`src/rtl/tag_response_reorder_buffer.sv`:
```
`default_nettype none
// ====================================================================
// Module : tag_response_reorder_buffer
// Brief  : in-order tag allocator with out-of-order response reordering;
//          optional head bypass under CORERISCV_REORDER_BYPASS_EN.
// Rev    : 1.0
// ====================================================================
module tag_response_reorder_buffer #(
  parameter int TAG_W  = 2,
  parameter int DATA_W = 64,
  parameter int META_W = 4
) (
  input  logic              clk,
  input  logic              reset_n,
  output logic              io_alloc_ready,
  input  logic              io_alloc_valid,
  input  logic [META_W-1:0] io_alloc_meta,
  output logic [TAG_W-1:0]  io_alloc_tag,
  input  logic              io_resp_valid,
  output logic              io_resp_ready,
  input  logic [TAG_W-1:0]  io_resp_tag,
  input  logic [DATA_W-1:0] io_resp_data,
  output logic              io_out_valid,
  input  logic              io_out_ready,
  output logic [DATA_W-1:0] io_out_data,
  output logic [META_W-1:0] io_out_meta,
  output logic [TAG_W:0]    io_count,
  output logic              io_resp_err
);

  localparam int DEPTH = 1 << TAG_W;
  localparam logic [TAG_W:0] c_full_count = (TAG_W+1)'(DEPTH);

  logic [TAG_W-1:0]  r_alloc_ptr;
  logic [TAG_W-1:0]  r_head_ptr;
  logic [TAG_W:0]    r_count;
  logic [DEPTH-1:0]  r_pending;
  logic [DEPTH-1:0]  r_done;
  logic [META_W-1:0] r_meta [DEPTH];
  logic [DATA_W-1:0] r_data [DEPTH];
  logic              r_resp_err;

  logic w_alloc_fire;
  logic w_resp_ok;
  logic w_resp_store;
  logic w_bypass;
  logic w_out_fire;

  // Readiness depends only on count, so a full buffer never reuses the
  // head's tag in the cycle it retires.
  assign io_alloc_ready = (r_count != c_full_count);
  assign w_alloc_fire   = io_alloc_valid & io_alloc_ready;

  assign w_resp_ok = io_resp_valid & r_pending[io_resp_tag] & ~r_done[io_resp_tag]
                   & ~(w_alloc_fire & (io_resp_tag == r_alloc_ptr));

`ifdef CORERISCV_REORDER_BYPASS_EN
  assign w_bypass = w_resp_ok & (io_resp_tag == r_head_ptr);
`else
  assign w_bypass = 1'b0;
`endif

  assign io_out_valid = (r_pending[r_head_ptr] & r_done[r_head_ptr]) | w_bypass;
  assign io_out_data  = w_bypass ? io_resp_data : r_data[r_head_ptr];
  assign io_out_meta  = r_meta[r_head_ptr];
  assign w_out_fire   = io_out_valid & io_out_ready;

  // A bypassed response that retires immediately never marks its entry done.
  assign w_resp_store = w_resp_ok & ~(w_bypass & io_out_ready);

  assign io_alloc_tag  = r_alloc_ptr;
  assign io_resp_ready = 1'b1;
  assign io_count      = r_count;
  assign io_resp_err   = r_resp_err;

  always_ff @(posedge clk or negedge reset_n) begin
    if (!reset_n) begin
      r_alloc_ptr <= '0;
      r_head_ptr  <= '0;
      r_count     <= '0;
      r_pending   <= '0;
      r_done      <= '0;
      r_resp_err  <= 1'b0;
    end else begin
      r_resp_err <= io_resp_valid & ~w_resp_ok;
      if (w_resp_store) begin
        r_done[io_resp_tag] <= 1'b1;
      end
      if (w_alloc_fire) begin
        r_pending[r_alloc_ptr] <= 1'b1;
        r_done[r_alloc_ptr]    <= 1'b0;
        r_alloc_ptr            <= r_alloc_ptr + 1'b1;
      end
      if (w_out_fire) begin
        r_pending[r_head_ptr] <= 1'b0;
        r_done[r_head_ptr]    <= 1'b0;
        r_head_ptr            <= r_head_ptr + 1'b1;
      end
      case ({w_alloc_fire, w_out_fire})
        2'b10:   r_count <= r_count + 1'b1;
        2'b01:   r_count <= r_count - 1'b1;
        default: r_count <= r_count;
      endcase
    end
  end

  // Payload storage carries no reset; validity lives in pending/done.
  always_ff @(posedge clk) begin
    if (w_alloc_fire) begin
      r_meta[r_alloc_ptr] <= io_alloc_meta;
    end
    if (w_resp_store) begin
      r_data[io_resp_tag] <= io_resp_data;
    end
  end

endmodule
`default_nettype wire

```
`config.mk`:
```
export PLATFORM = sky130hd
export DESIGN_NAME = tag_response_reorder_buffer
export DESIGN_NICKNAME = d
export VERILOG_FILES = /design/src/rtl/tag_response_reorder_buffer.sv
export SDC_FILE = /design/constraint.sdc
export NUM_CORES = 1
export LEC_CHECK = 0
export CAP_MARGIN = 20
export CORE_MARGIN = 1
export CORE_UTILIZATION = 58
export DETAILED_ROUTE_END_ITERATION = 7
export GPL_ROUTABILITY_DRIVEN = 1
export PLACE_DENSITY = 0.84
export SETUP_SLACK_MARGIN = 0.4
export SLEW_MARGIN = 30
export SYNTH_ARGS = -nofsm -noshare
export SYNTH_HDL_FRONTEND = slang
export SYNTH_SLANG_ARGS = --single-unit
```
`constraint.sdc`:
```
create_clock -name clk -period 10.4 [get_ports clk]
set_input_delay 2.08 -clock clk [delete_from_list [all_inputs] [get_ports clk]]
set_output_delay 2.08 -clock clk [all_outputs]
set_load 0.05 [all_outputs]
```
# == After elaboration in Yosys (flattened, before gate mapping) ==
# Memory sizes are Yosys's and may differ from the RTL's.
# Index checks and enable logic that the tools add are counted.
# word_totals
n_memories,2
in_bits,75
ram_bits,272
regBits,16
word_cells,68
out_inout_bits,77
# classes
n_addsub,4
n_reduce_logical,4
n_lt_le_gt_ge,6
n_bitwise,18
eq_ne,4
n_mux,24
# memory_table
memory,words,width,rd,rd_clocked_by_memory_dff,write_ports,line,text
r_data,4,64,1,0,1,40,logic [DATA_W-1:0] r_data [DEPTH];
r_meta,4,4,1,0,1,39,logic [META_W-1:0] r_meta [DEPTH];
# op_table
operator,n
4-bit 2-to-1 mux,5
4-bit AND,3
1-bit 2-to-1 mux,11
"2-bit by 3-bit less-than comparator with 1-bit output, second input constant",3
1-bit AND,8
1-bit binary-select mux with 2-bit select,4
4-bit NOT,2
4-bit OR,2
1-bit demux with 2-bit select,3
"2-bit by 1-bit >= comparator with 1-bit output, second input constant",3
3-bit case mux with 2 select lines,1
"2-bit by 1-bit adder with 2-bit output, second input constant",2
"3-bit by 1-bit adder with 3-bit output, second input constant",1
1-bit logical AND,3
"3-bit != test, second input constant",1
1-bit NOT,3
"3-bit by 1-bit subtractor with 3-bit output, second input constant",1
"2-bit by 1-bit == test with 1-bit output, second input constant",1
2-bit == test,1
"2-bit == test, second input constant",1
2-bit nonzero test,1

# == Longest topological paths before layout ==
# Gate-level depths: netlist of run 1.
# depth
word_depth,10
depth_mapped,11
depth_no_buf,9

# == Least setup slack after synthesis of run 1 ==
# No wires, ideal clock.
# synth_timing
path_type,input to register
start,input io_resp_tag[1]
end,memory r_data[0][0] (enable)
setup_slack_ns,4.533
n_path_buf,1
required_ns,9.914
cell_stages,5
setup_time_ns,0.486
arrival_ns,5.380
cell_sequence,clkbuf_1 xnor2_1 nand4_2 nand4_1 nor2_1
# synth_between
elab_chain_len,7
word_cells_on_any_way,13
classes_between,1 x eq/ne; 6 x mux; 6 x bitwise
# synth_lines
item,line,text
start: declaration,21,"input logic [TAG_W-1:0] io_resp_tag,"
1-bit binary-select mux with 2-bit select,54,assign w_resp_ok = io_resp_valid & r_pending[io_resp_tag] & ~r_done[io_resp_tag]
1-bit 2-to-1 mux (implied by the code),54,
1-bit AND / 1-bit NOT (equally long branches),54,
1-bit AND,54,
1-bit AND,55,& ~(w_alloc_fire & (io_resp_tag == r_alloc_ptr));
1-bit 2-to-1 mux,112,if (w_resp_store) begin
1-bit 2-to-1 mux (implied by the code),113,r_data[io_resp_tag] <= io_resp_data;
end: declaration,40,
# Parallel ways exist; a longest one is shown, timed or not. The select of a mux whose other input is x is not followed.

# == Final worst setup path of run 1 ==
# layout_timing
start,register r_head_ptr[0]
end,output io_out_data[5]
# layout_between
elab_chain_len,1
# layout_lines
item,line,text
start: declaration,35,logic [TAG_W-1:0] r_head_ptr;
start signal: assignment,97,r_head_ptr <= r_head_ptr + 1'b1;
memory read 4 x 64 bit,-,
end: declaration,25,"output logic [DATA_W-1:0] io_out_data,"
# No other way between the ends.

==> results of run 1 <==
## power by group through the flow
stage               combinational (W)  clock [W]  sequential (W)
floorplan                     0.00114          0         0.00149
global placement              0.00152          0         0.00156
detailed placement            0.00158          0         0.00153
CTS                           0.00159   0.000978         0.00151
global route                  0.00164    0.00102         0.00152
finish                        0.00158   0.000959         0.00150
## synth_stat cells (2+ instances only)
cell	number	area, um2
nand2_1	4	15.0
mux4_2	68	1530
buf_2	7	35.0
clkbuf_1	5	18.8
buf_1	3	11.3
edfxtp_1	272	8170
nand3_1	3	15.0
buf_6	2	22.5
ha_1	9	113
a21oi_1	3	15.0
buf_4	3	22.5
and3_1	4	25.0
a211oi_2	3	37.5
dfrtp_1	16	400
xnor2_1	5	43.8
o211ai_1	2	15.0
xor2_1	2	17.5
nor2_1	7	26.3
inv_1	10	37.5
and2_1	2	12.5
a2bb2oi_1	4	35.0
## kinds of logic after synthesis
group / count (synthesis) / share of synthesized area
XOR/XNOR: 7 / 0.00568
multiplexers: 70 / 0.144
AO/OA/AOI/OAI: 17 / 0.0139
buffers and inverters: 30 / 0.0137
AND/OR/NAND/NOR: 29 / 0.0160
adder cells (fa/ha/maj): 10 / 0.0123
flip-flops: 288 / 0.794
other: 1 / 0.000348
## metrics by stage
step	util	cell area, um2	hold WS [ns]
finish	0.746	13500	0.514
floorplan	-	10800	0.519
detailed placement	0.695	12600	0.503
CTS	0.744	13500	0.515
global placement	0.693	12500	0.472
global route	0.746	13500	0.530
## layer usage
metal | GRT usage | vias to the layer above | part of all wire
met4 | 0.0781 | 0 | 0.026
met2 | 0.372 | 162 | 0.53
met3 | 0.0436 | 37 | 0.051
met1 | 0.278 | 2673 | 0.40
met5 | 0 | - | 0
li1 | - | 2236 | -
## worst max path at each step
stage / startpoint / endpoint / slack [ns]
2_1_floorplan: io_resp_tag[1] / r_data[0][0] / 4.53
3_3_place_gp: r_head_ptr[0] / io_out_data[5] / 5.26
3_5_place_dp: r_head_ptr[0] / io_out_data[63] / 5.22
4_1_cts: r_head_ptr[0] / io_out_data[3] / 4.63
5_1_grt: r_head_ptr[0] / io_out_data[5] / 4.55
6_report: r_head_ptr[0] / io_out_data[5] / 4.79
## layout make-up
cell class	instances	area (um2)
diodes	1	2.50
clock buffers	35	748
clock inverters	18	141
fillers	986	4600
inverters	10	37.5
multi-input cells	134	2100
flip-flops and latches	288	8580
well taps	229	287
repair buffers	157	1600
## flip-flops by register name (all words and copies together), names as in the netlist
| register | count |
|---|---|
| io_alloc_tag | 2 |
| io_count | 3 |
| io_resp_err | 1 |
| r_data | 256 |
| r_done | 4 |
| r_head_ptr | 2 |
| r_meta | 16 |
| r_pending | 4 |
==> impl_metrics.toml, run 1 <==
[floorplanning]
core_um2 = 18100
rows = 49
die_h_um = 138
die_w_um = 138
dieArea_um2 = 19200
initial_core_util = 0.597
io_pins = 152

[setup_path]
cpLargestDelayFamily = "buffers and inverters"
path_buf_inv = 2
path_cells = "buf_4, mux4_2, clkdlybuf4s50_1"
crit_path_max_fanout = 42
reg2reg_from = "r_head_ptr[0]"
cp-end-kind = "output port"
rr_endpoint = "io_count[2]"
max_stage_delay_ns = 0.87
regToRegSetupSlack_ns = 6.64
required_ns = 8.32
reg2reg_depth = 10
worstSetupStartpointType = "flop"
critical_path_depth = 3
critPathArrivalTime_ns = 3.53
worstSetupPathType = "flop to output port"
crit_path_top_delay_cell = "dfrtp_4"

[placed_design]
portBuffers = 150
gp_congestion = 0.766
pre_cts_ws_ns = 5.22
hpwl_um = 11900
dp_cells = 817

[sta]
clock_skew_ns = 0.00840
finalMaxSlewViolations = 0
grt_setup_unrepaired = "no"
hold_viol = 0
setup_tns_ns = 0
finalCriticalPeriod_ns = 5.61
slew_headroom = 0.350
fmax_mhz = 178
setup_viol = 0
finalCritPeriodShare = 0.539
layout_setup_ws_ns = 4.79
tightest_slew_ns = 0.975

[power]
p_total_w = 0.00404
internal-power_w = 0.00257
switching_share = 0.363
seqPwrFrac = 0.372
p_switching_w = 0.00147
powerDensity_nw_per_um2 = 299
clock_power_share = 0.237
pwr-share-comb = 0.390
irDropWorstVdd_mv = 0.196
leakage_nw = 4.45

[route]
drt_iter0_drc = 272
firstDrtPassIters = 7
drt-vias-per-instance = 5.86
wire_per_inst_um = 23.0
vias = 5108
route.detailed.drc = 25
antenna_left = 0
wl_um = 20100

[layout]
area_delta_synth_final_pct = 25.0
final_common_cell = "edfxtp_1"
finalNetCount = 705
drive_gt1_frac = 0.206
finalNonFillerCells = 872
final_cell_mix = "edfxtp_1, clkdlybuf4s50_1, mux4_2"

[hold_path]
hold-path-endpoint = "io_count[2]"
hold_start = "io_count[2]"
hold_depth = 1
min_path_type = "flop to flop"

[clocking]
hold_buffers = 0
cts.repair.resized = 0
cts_setup_buffers = 0
tritoncts = "done"
cts-root-buf = "clkbuf_16"
cts.sinks = 288
clk_latency_ns = 0.53
numCtsBuffers = 29
cts.htree.levels = 1
clk_pin_slew_ns = 0.06
cts.path.max_buffers = 3

[synth]
avgSynthCellArea_um2 = 23.9
synth_ff_type = "edfxtp_1"
synthesis.nets = 537
syn_inst = 452
seq_area_frac_synth = 0.794
async_flop_share = 0.0556
ys_types = 39
yosys_warnings = 0
synth_seq_cells = 288
syn-cell-area_um2 = 10800
synth_edf_count = 272

[outcome]
violations = "DRC"
status = "finished, violations left"

[global_routing]
grt_pass1_wl_um = 31200
grt_start_max_net_pins = 65
antenna_found_initial = 2
grt_pass1_vias = 5583
grt-ovfl-total = 0
grt_use_total = 0.217

[job]
cap_viol_max_count = 0
Power figures use the tool's default switching activity.
==> inputs of run 2 (changes only) <==
--- a/config.mk
+++ b/config.mk
@@ -7,10 +7,10 @@
 export LEC_CHECK = 0
 export CAP_MARGIN = 20
 export CORE_MARGIN = 1
-export CORE_UTILIZATION = 58
+export CORE_UTILIZATION = 54
 export DETAILED_ROUTE_END_ITERATION = 7
 export GPL_ROUTABILITY_DRIVEN = 1
-export PLACE_DENSITY = 0.84
+export PLACE_DENSITY = 0.79
 export SETUP_SLACK_MARGIN = 0.4
 export SLEW_MARGIN = 30
 export SYNTH_ARGS = -nofsm -noshare
==> constraint.sdc (replaced) <==
create_clock -name clk -period 5.7 [get_ports clk]
set_input_delay 1.14 -clock clk [delete_from_list [all_inputs] [get_ports clk]]
set_output_delay 1.14 -clock clk [all_outputs]
set_load 0.05 [all_outputs]
==> impl_metrics.toml, run 2 (same netlist as run 1, synthesis figures left out) <==
[outcome]
status = "finished clean"

[floorplanning]
io_pins = 152
die_w_um = 143
die_h_um = 143
initial_core_util = 0.553
rows = 51
core_um2 = 19500
dieArea_um2 = 20500

[placed_design]
portBuffers = 150
gp_congestion = 0.821
hpwl_um = 12300
dp_cells = 856
pre_cts_ws_ns = 1.90
placed_cell_area_um2 = 12700

[sta]
fmax_mhz = 244
finalCriticalPeriod_ns = 4.10
layout_setup_ws_ns = 1.60
tightest_slew_ns = 0.962
setup_viol = 0
grt_setup_unrepaired = "no"
setup_tns_ns = 0
clock_skew_ns = 0.0124
finalCritPeriodShare = 0.720
finalMaxSlewViolations = 0
slew_headroom = 0.357
hold_viol = 0

[layout]
final_common_cell = "edfxtp_1"
largest-register = "r_data"
area_delta_synth_final_pct = 25.1
antennaDiodeCount = 0
stdcell_area_um2 = 13500
final_cell_mix = "edfxtp_1, clkdlybuf4s50_1, mux4_2"
n_fill_cell = 1217
largestRegisters = "r_data (256), r_meta (16)"
finalNonFillerCells = 906
drive_gt1_frac = 0.198
finalNetCount = 706
largest_reg_flops = 256

[clocking]
numCtsBuffers = 27
clk_pin_slew_ns = 0.06
clk_latency_ns = 0.53
cts.repair.resized = 0
cts-root-buf = "clkbuf_16"
cts.sinks = 288
hold_buffers = 0
tritoncts = "done"
cts.path.max_buffers = 3
cts_setup_buffers = 0
cts.htree.levels = 1

[job]
cap_viol_max_count = 0

[setup_path]
worstSetupStartpointType = "flop"
worstSetupPathType = "flop to output port"
critPathArrivalTime_ns = 2.96
required_ns = 4.56
cp-end-kind = "output port"
reg2reg_depth = 10
crit_path_max_fanout = 18

[power]
powerDensity_nw_per_um2 = 536
irDropWorstVdd_mv = 0.327
leakage_nw = 4.42

[global_routing]
grt_pass1_vias = 5386
grt_use_total = 0.197
grt_start_max_net_pins = 50
antenna_found_initial = 0
grt-ovfl-total = 0
grt_pass1_wl_um = 29700

[hold_path]
hold_depth = 1
min_path_type = "flop to flop"

[route]
route.detailed.drc = 0
drt-vias-per-instance = 5.64
drt_iter0_drc = 281
vias = 5108
antenna_left = 0
firstDrtPassIters = 5
wire_per_inst_um = 21.7
wl_um = 19600
run 2: changes by cell type in the layout (fill, tap and decap cells not counted):
cell,before,now
buf_12,0,5
buf_4,4,3
inv_6,0,1
bufinv_16,2,0
buf_6,1,0
clkbuf_16,29,27
clkinv_1,4,8
clkinv_2,10,5
diode_2,1,0
run 2: through the flow:
stage,utilization,hold slack (ns),total power (W)
finish,0.691,0.500,0.00723
global placement,0.647,0.468,0.00562
CTS,0.690,0.494,0.00731
detailed placement,0.650,0.482,0.00572
floorplan,-,0.519,0.00481
global route,0.691,0.519,0.00751
run 2: area by class of cell:
cell class / instances / area [um2] / area share
Timing Repair Buffer: 160 / 1680 / 0.124
Clock buffer: 33 / 698 / 0.0517
Multi-Input combinational cell: 134 / 2100 / 0.155
Clock inverter: 16 / 80.1 / 0.00593
Sequential cell: 288 / 8580 / 0.635
Inverter: 10 / 37.5 / 0.00278
Tap cell: 265 / 332 / 0.0246
run 2: path summary, 6_finish.rpt:
kind | end | startpoint | slack, ns
worst max-delay path | io_out_data[4] | r_head_ptr[0] | 1.60
worst min-delay path | io_count[2] | io_count[2] | 0.50
worst max register to register | io_count[2] | r_head_ptr[0] | 2.77
worst min register to register | io_count[2] | io_count[2] | 0.50
max in group asynchronous | r_head_ptr[0] | reset_n | 4.13
min in group asynchronous | io_count[1] | reset_n | 1.04
run 2: power breakdown:
| part | total [W] | switching, W | internal, W |
|---|---|---|---|
| sequential | 0.00271 | 0.000158 | 0.00255 |
| clock | 0.00158 | 0.000708 | 0.000868 |
| combinational | 0.00295 | 0.00179 | 0.00117 |
run 2: layer usage:
metal,track usage,wire [um]
met5,0,0
met4,0.0649,489
met3,0.0363,1240
met2,0.332,9900
met1,0.261,8000
run 2: worst max-delay path, cell delays in order, from the launching register on:
cell and delay [ns]:
dfrtp_4 0.63, buf_12 0.24, buf_4 0.27, mux4_2 0.56, clkdlybuf4s50_1 0.72
